==> src/rtl/mem_seq_ctrl.sv <==
// Data-memory access sequencer: turns a decoded load/store into a req/ack
// memory transaction, stalls decode while pending, and aborts hung accesses.
//
// state  | meaning
// IDLE   | waiting for ld_req/st_req; captures address, data and direction
// ACCESS | mem_req high, waiting for mem_ack or for the wait timer to expire
// DONE   | one-cycle completion; load_en pulses for a successful read
module mem_seq_ctrl #(
  parameter int ADDR_W  = 8,
  parameter int DATA_W  = 8,
  parameter int TIMEOUT = 15
) (
  input  logic              clk,
  input  logic              start,
  input  logic              ld_req,
  input  logic              st_req,
  input  logic [ADDR_W-1:0] addr_in,
  input  logic [DATA_W-1:0] st_data,
  output logic              mem_req,
  output logic              mem_we,
  output logic [ADDR_W-1:0] mem_addr,
  output logic [DATA_W-1:0] mem_wdata,
  input  logic              mem_ack,
  input  logic [DATA_W-1:0] mem_rdata,
  output logic              load_en,
  output logic [DATA_W-1:0] load_data,
  output logic              stall,
  output logic              err,
  input  logic              err_clr
);

  localparam logic [1:0] S_IDLE   = 2'd0;
  localparam logic [1:0] S_ACCESS = 2'd1;
  localparam logic [1:0] S_DONE   = 2'd2;

  localparam logic [7:0] TIMEOUT_C = 8'(TIMEOUT);

  logic [1:0]        state_q, state_d;
  logic [7:0]        wait_q, wait_d;
  logic              mem_we_q, mem_we_d;
  logic [ADDR_W-1:0] mem_addr_q, mem_addr_d;
  logic [DATA_W-1:0] mem_wdata_q, mem_wdata_d;
  logic [DATA_W-1:0] load_data_q, load_data_d;
  logic              load_en_q, load_en_d;
  logic              err_q, err_d;
  logic              timeout;

  always_comb begin
    state_d     = state_q;
    wait_d      = wait_q;
    mem_we_d    = mem_we_q;
    mem_addr_d  = mem_addr_q;
    mem_wdata_d = mem_wdata_q;
    load_data_d = load_data_q;
    load_en_d   = 1'b0;
    timeout     = 1'b0;

    case (state_q)
      S_IDLE: begin
        if (ld_req || st_req) begin
          mem_addr_d  = addr_in;
          mem_wdata_d = st_data;
          mem_we_d    = st_req & ~ld_req;
          wait_d      = TIMEOUT_C;
          state_d     = S_ACCESS;
        end
      end
      S_ACCESS: begin
        // Ack is checked first so an ack on the final timer cycle still succeeds.
        if (mem_ack) begin
          if (!mem_we_q) begin
            load_data_d = mem_rdata;
            load_en_d   = 1'b1;
          end
          state_d = S_DONE;
        end else if (wait_q == 8'd1) begin
          timeout = 1'b1;
          state_d = S_DONE;
        end else begin
          wait_d = wait_q - 8'd1;
        end
      end
      S_DONE:  state_d = S_IDLE;
      default: state_d = S_IDLE;
    endcase

    err_d = err_q;
    if (timeout) begin
      err_d = 1'b1;
    end else if (err_clr) begin
      err_d = 1'b0;
    end
  end

  always_ff @(posedge clk) begin
    if (start) begin
      state_q     <= S_IDLE;
      wait_q      <= '0;
      mem_we_q    <= 1'b0;
      mem_addr_q  <= '0;
      mem_wdata_q <= '0;
      load_data_q <= '0;
      load_en_q   <= 1'b0;
      err_q       <= 1'b0;
    end else begin
      state_q     <= state_d;
      wait_q      <= wait_d;
      mem_we_q    <= mem_we_d;
      mem_addr_q  <= mem_addr_d;
      mem_wdata_q <= mem_wdata_d;
      load_data_q <= load_data_d;
      load_en_q   <= load_en_d;
      err_q       <= err_d;
    end
  end

  assign mem_req   = (state_q == S_ACCESS);
  assign mem_we    = mem_we_q;
  assign mem_addr  = mem_addr_q;
  assign mem_wdata = mem_wdata_q;
  assign load_en   = load_en_q;
  assign load_data = load_data_q;
  assign err       = err_q;
  assign stall     = ~start & (((state_q == S_IDLE) & (ld_req | st_req)) |
                               (state_q == S_ACCESS));

endmodule

==> config.mk <==
export PLATFORM = sky130hd
export DESIGN_NAME = mem_seq_ctrl
export DESIGN_NICKNAME = d
export VERILOG_FILES = /design/src/rtl/mem_seq_ctrl.sv
export SDC_FILE = /design/constraint.sdc
export NUM_CORES = 1
export LEC_CHECK = 0
export ABC_AREA = 1
export BUFFER_PORTS_ARGS = -buffer_cell sky130_fd_sc_hd__buf_2
export CAP_MARGIN = 20
export CORE_MARGIN = 2
export CORE_UTILIZATION = 43
export DETAILED_ROUTE_END_ITERATION = 10
export GPL_ROUTABILITY_DRIVEN = 0
export GPL_TIMING_DRIVEN = 1
export PLACE_DENSITY_LB_ADDON = 0.25
export SLEW_MARGIN = 30
export SYNTH_ARGS = -nofsm -noshare
export SYNTH_HDL_FRONTEND = slang
export SYNTH_SLANG_ARGS = --single-unit
==> constraint.sdc <==
create_clock -name clk -period 1.55 [get_ports clk]
set_clock_uncertainty 0.2 [all_clocks]
set_input_delay 0.2325 -clock clk [delete_from_list [all_inputs] [get_ports clk]]
set_output_delay 0.2325 -clock clk [all_outputs]
set_load 0.05 [all_outputs]
**After elaboration in Yosys (flattened, before gate mapping)**

Cells that the tools add are included.

- Bitwise operators: 10
- Equal/unequal tests: 6
- Add/subtract/negate cells: 1
- Muxes and demuxes: 14
- Reductions and logical operators: 9

Operators by type and width:

| kind | count |
|---|---|
| 8-bit 2-to-1 mux | 3 |
| 8-bit case mux with 2 select lines | 1 |
| 8-bit by 1-bit == test with 1-bit output (second input constant) | 1 |
| 8-bit by 1-bit subtractor with 8-bit output (second input constant) | 1 |
| 1-bit 2-to-1 mux | 6 |
| 2-bit 2-to-1 mux | 3 |
| 2-bit inequality test (second input constant) | 3 |
| 1-bit NOT | 5 |
| 2-bit case mux with 2 select lines | 1 |
| 2-bit AND reduction | 2 |
| 4-bit AND reduction | 1 |
| 2-bit nonzero test | 2 |
| 1-bit AND | 3 |
| 3-bit by 1-bit inequality test with 1-bit output (second input constant) | 1 |
| 3-bit AND reduction | 1 |
| 3-bit OR reduction | 1 |
| 2-bit by 1-bit == test with 1-bit output (second input constant) | 1 |
| 2-bit zero test | 1 |
| 1-bit OR | 2 |
| 1-bit logical OR | 1 |

- Logic and storage cells: 48
- Register bits: 37
- Input bits: 30

**Logic depth before layout (Yosys ltp)**

- Word-level depth: 5
- Gate-level depth with buffers: 10
- Gate-level depth less buffers: 10

**Worst setup path after synthesis**

OpenSTA, ideal clock, no wires.

- Path type: register to output
- Start point: register state_q[1]
- End point: output stall
- Buffers on the path: 1
- Data arrival time: 1.792 ns
- Setup slack: -0.675 ns
- Stages on the path, launching flop included: 5
- Path through: dfxtp_1 nor2_1 o21ai_1 buf_4 o21ai_0

- Longest elaborated chain between the ends: 4

Ends and longest elaborated chain:

| element | RTL line | RTL |
|---|---|---|
| start: declaration | 38 | `logic [1:0] state_q, state_d;` |
| start signal: assignment | 106 | `state_q <= state_d;` |
| 2-bit zero test | 124 | `assign stall = ~start & (((state_q == S_IDLE) & (ld_req \| st_req)) \|` |
| 1-bit AND | 124 |  |
| 1-bit OR * | 124 |  |
| 1-bit AND * | 124 |  |
| end: declaration | 27 | `output logic stall,` |

Mark *: on every way between the ends. The rest lies on a longest branch, timed or not.

**Worst setup path after layout**

Ends and elaborated chain as after synthesis.

==> impl_metrics.json <==
{
  "status": "finished, violations left",
  "violations": "hold timing, setup timing",
  "cp_num_buf_inv": 1,
  "worstHoldEndpoint": "mem_we$_SDFFE_PP0P_",
  "fin_crit_sh": 1.11,
  "r2r-end": "wait_q[1]$_SDFFE_PP0P_",
  "cap_violations": 0,
  "period_needed_ns": 1.72,
  "start_util": 0.452,
  "fin_cells": 358,
  "area_growth_pct": 61.7,
  "drc": 0,
  "drt_iter0_drc": 69,
  "reg2reg_depth": 8,
  "rsz0062_at_grt": "true",
  "drive_gt1_frac": 0.372,
  "fillers": 267,
  "path_class": "reg2out",
  "die_x_um": 63.5,
  "power.leakage_uw": 0.00122,
  "drt_pass1_iterations": 5,
  "cpPeakStageDelay_ns": 0.38,
  "yosysTopAreaCellShare": 0.487,
  "ys_seq_elements": 37,
  "crit_fanout": 2,
  "cts_root_buffer": "clkbuf_4",
  "wirelength_um": 4570,
  "worst_path_dominant_cell_family": "flip-flops",
  "portBuffers": 58,
  "post-route-util": 0.731,
  "diodes": 0,
  "cts_buffers": 5,
  "finalSetupViolations": 5,
  "reg2reg_slack_ns": -0.05,
  "fin_nets": 343,
  "drv_slew": 0,
  "clk_pin_slew_worst_paths_ns": 0.13,
  "dp.cells": 316,
  "cp.required_ns": 1.12,
  "ys_types": 22,
  "relSlewSlack": 0.827,
  "rows": 21,
  "dieArea_um2": 4030,
  "finalWorstSetupSlack_ns": -0.165,
  "hold_path_startpoint": "ld_req",
  "synthTopCellsByArea": "dfxtp_1 49%, nand2_1 13%, nand3_1 9.9%",
  "clockBufferDepth": 2,
  "antenna_found_initial": 0,
  "clk_latency_ns": 0.35,
  "ys_seq_area_frac": 0.487,
  "core_um2": 3360,
  "power_density_nw_per_um2": 1080,
  "hold_viol": 1,
  "syn_area_um2": 1520,
  "yosys_warnings": 0,
  "avgRoutedWirePerCell_um": 12.8,
  "syn-instance-count": 208,
  "die_h_um": 63.5,
  "max-vdd-ir-drop_uv": 652,
  "crit_path_top_delay_cell": "dfxtp_4",
  "yosys.area.top_type": "dfxtp_1",
  "grt-ovfl-total": 0,
  "ios": 59,
  "grt_max_degree": 25,
  "critPathLaunchType": "flop",
  "min_path_type": "in2reg",
  "crit_top_cell": "o21ai_4",
  "dp_hpwl_um": 2500,
  "r2r_start": "wait_q[1]$_SDFFE_PP0P_",
  "worstPathCellList": "nor2_4 -> o21ai_4 -> o21ai_4 -> buf_6",
  "vias_per_cell": 4.79,
  "crit_arrival_ns": 1.28,
  "postSynthAreaPerCell_um2": 7.31,
  "h-tree-depth": 2,
  "fmax_mhz": 583,
  "syn_nets": 240,
  "end_kind": "output pin",
  "tightest_slew_ns": 0.257,
  "cts_sinks": 37,
  "holdWs_ns": -0.0106,
  "hold_depth": 3,
  "grt_usage": 0.239,
  "tritoncts": "built",
  "via_count": 1714,
  "grt_pass1_wl_um": 7520,
  "drtAntennaViolNets": 0,
  "grt_pass1_vias": 1728
}
## timing repair
| action | in CTS | in global routing |
|---|---|---|
| gates resized for setup | 13 | 27 |
| endpoints found under the setup margin | 5 | 35 |
| hold buffers | 27 | 1 |
| pin swaps | 3 | 11 |
| setup buffers | 3 | 6 |
| hold endpoints to repair | 27 | 1 |
## registers in the layout, indices dropped and copies added (netlist names)
name and count:
load_data 8, err 1, wait_q 8, mem_addr 8, state_q 2, mem_we 1
mem_wdata 8, load_en 1
## worst max-delay path by stage
stage	from	slack (ns)	endpoint	depth (start not counted)
2_1_floorplan	state_q[0]$_SDFFE_PP0P_	-0.004	wait_q[0]$_SDFFE_PP0P_	9
3_3_place_gp	wait_q[1]$_SDFFE_PP0P_	0.02	wait_q[1]$_SDFFE_PP0P_	7
3_5_place_dp	wait_q[1]$_SDFFE_PP0P_	-0.02	wait_q[1]$_SDFFE_PP0P_	7
4_1_cts	state_q[0]$_SDFFE_PP0P_	-0.21	stall	5
5_1_grt	state_q[1]$_SDFFE_PP0P_	-0.23	stall	4
6_report	state_q[1]$_SDFFE_PP0P_	-0.17	stall	4
## routing by layer
| metal | up-vias | part of all wire | track usage |
|---|---|---|---|
| met5 | - | 0 | 0 |
| met4 | 0 | 0.020 | 0.125 |
| met3 | 9 | 0.051 | 0.0411 |
| met2 | 67 | 0.53 | 0.446 |
| met1 | 766 | 0.39 | 0.253 |
| li1 | 872 | - | - |
## power breakdown
group	internal, uW	switching, uW
combinational	353	596
clock	271	339
sequential	1040	63.4
total	1670	999
## cell usage after synthesis
library cell and instances:
a21oi_1 7, inv_2 2, buf_4 2, ha_1 2
nor2_4 1, nor2_1 29, nor2_2 1, clkinv_1 1
nand2_1 54, nand3b_1 2, xor2_1 1, nand3_1 30
inv_1 17, clkbuf_1 3, nand2_4 1, dfxtp_1 37
o21ai_0 12, nand2_2 2, o21ai_4 1, buf_2 1
nand4_1 1, o21ai_1 1
## per-stage QoR
step | setup slack, ns | cell area, um^2 | setup TNS [ns] | power (uW)
3_5_place_dp | -0.0214 | 1940 | -0.0214 | 1870
4_1_cts | -0.206 | 2340 | -0.326 | 2570
6_report | -0.165 | 2460 | -0.335 | 2670
3_3_place_gp | 0.0232 | 1940 | 0 | 1870
5_1_grt | -0.230 | 2460 | -0.925 | 2820
2_1_floorplan | -0.00357 | 1540 | -0.00667 | 1660
## logic make-up (layout without fill, tap and decap cells)
family,Yosys count,count (layout),share of synthesized area
buffers and inverters,26,130,0.0699
AO/OA/AOI/OAI,21,21,0.0765
flip-flops,37,37,0.487
adder cells (fa/ha/maj),2,2,0.0164
AND/OR/NAND/NOR,121,121,0.345
XOR/XNOR,1,1,0.00576
## cell usage in the layout (no fill, tap or decap), drive strengths merged
cell type	n
a21oi	7
buf	75
clkbuf	7
clkinv	1
clkinvlp	1
dfxtp	37
dlygate4sd3	27
ha	2
inv	19
nand2	57
nand3	30
nand3b	2
nand4	1
nor2	31
o21ai	14
xor2	1
## worst min-delay path, cell delays in order
cell      delay (ns)
buf_2           0.11
nand3b_1        0.11
a21oi_1         0.06
## cell type report
cell class | instances | area (um^2) | area share
inverters | 20 | 80.1 | 0.0326
repair buffers | 102 | 728 | 0.296
clock inverters | 1 | 8.76 | 0.00356
flip-flops and latches | 37 | 752 | 0.306
clock buffers | 7 | 65.1 | 0.0264
multi-input cells | 145 | 768 | 0.312
well taps | 46 | 57.6 | 0.0234
Power figures use the tool's default switching activity.
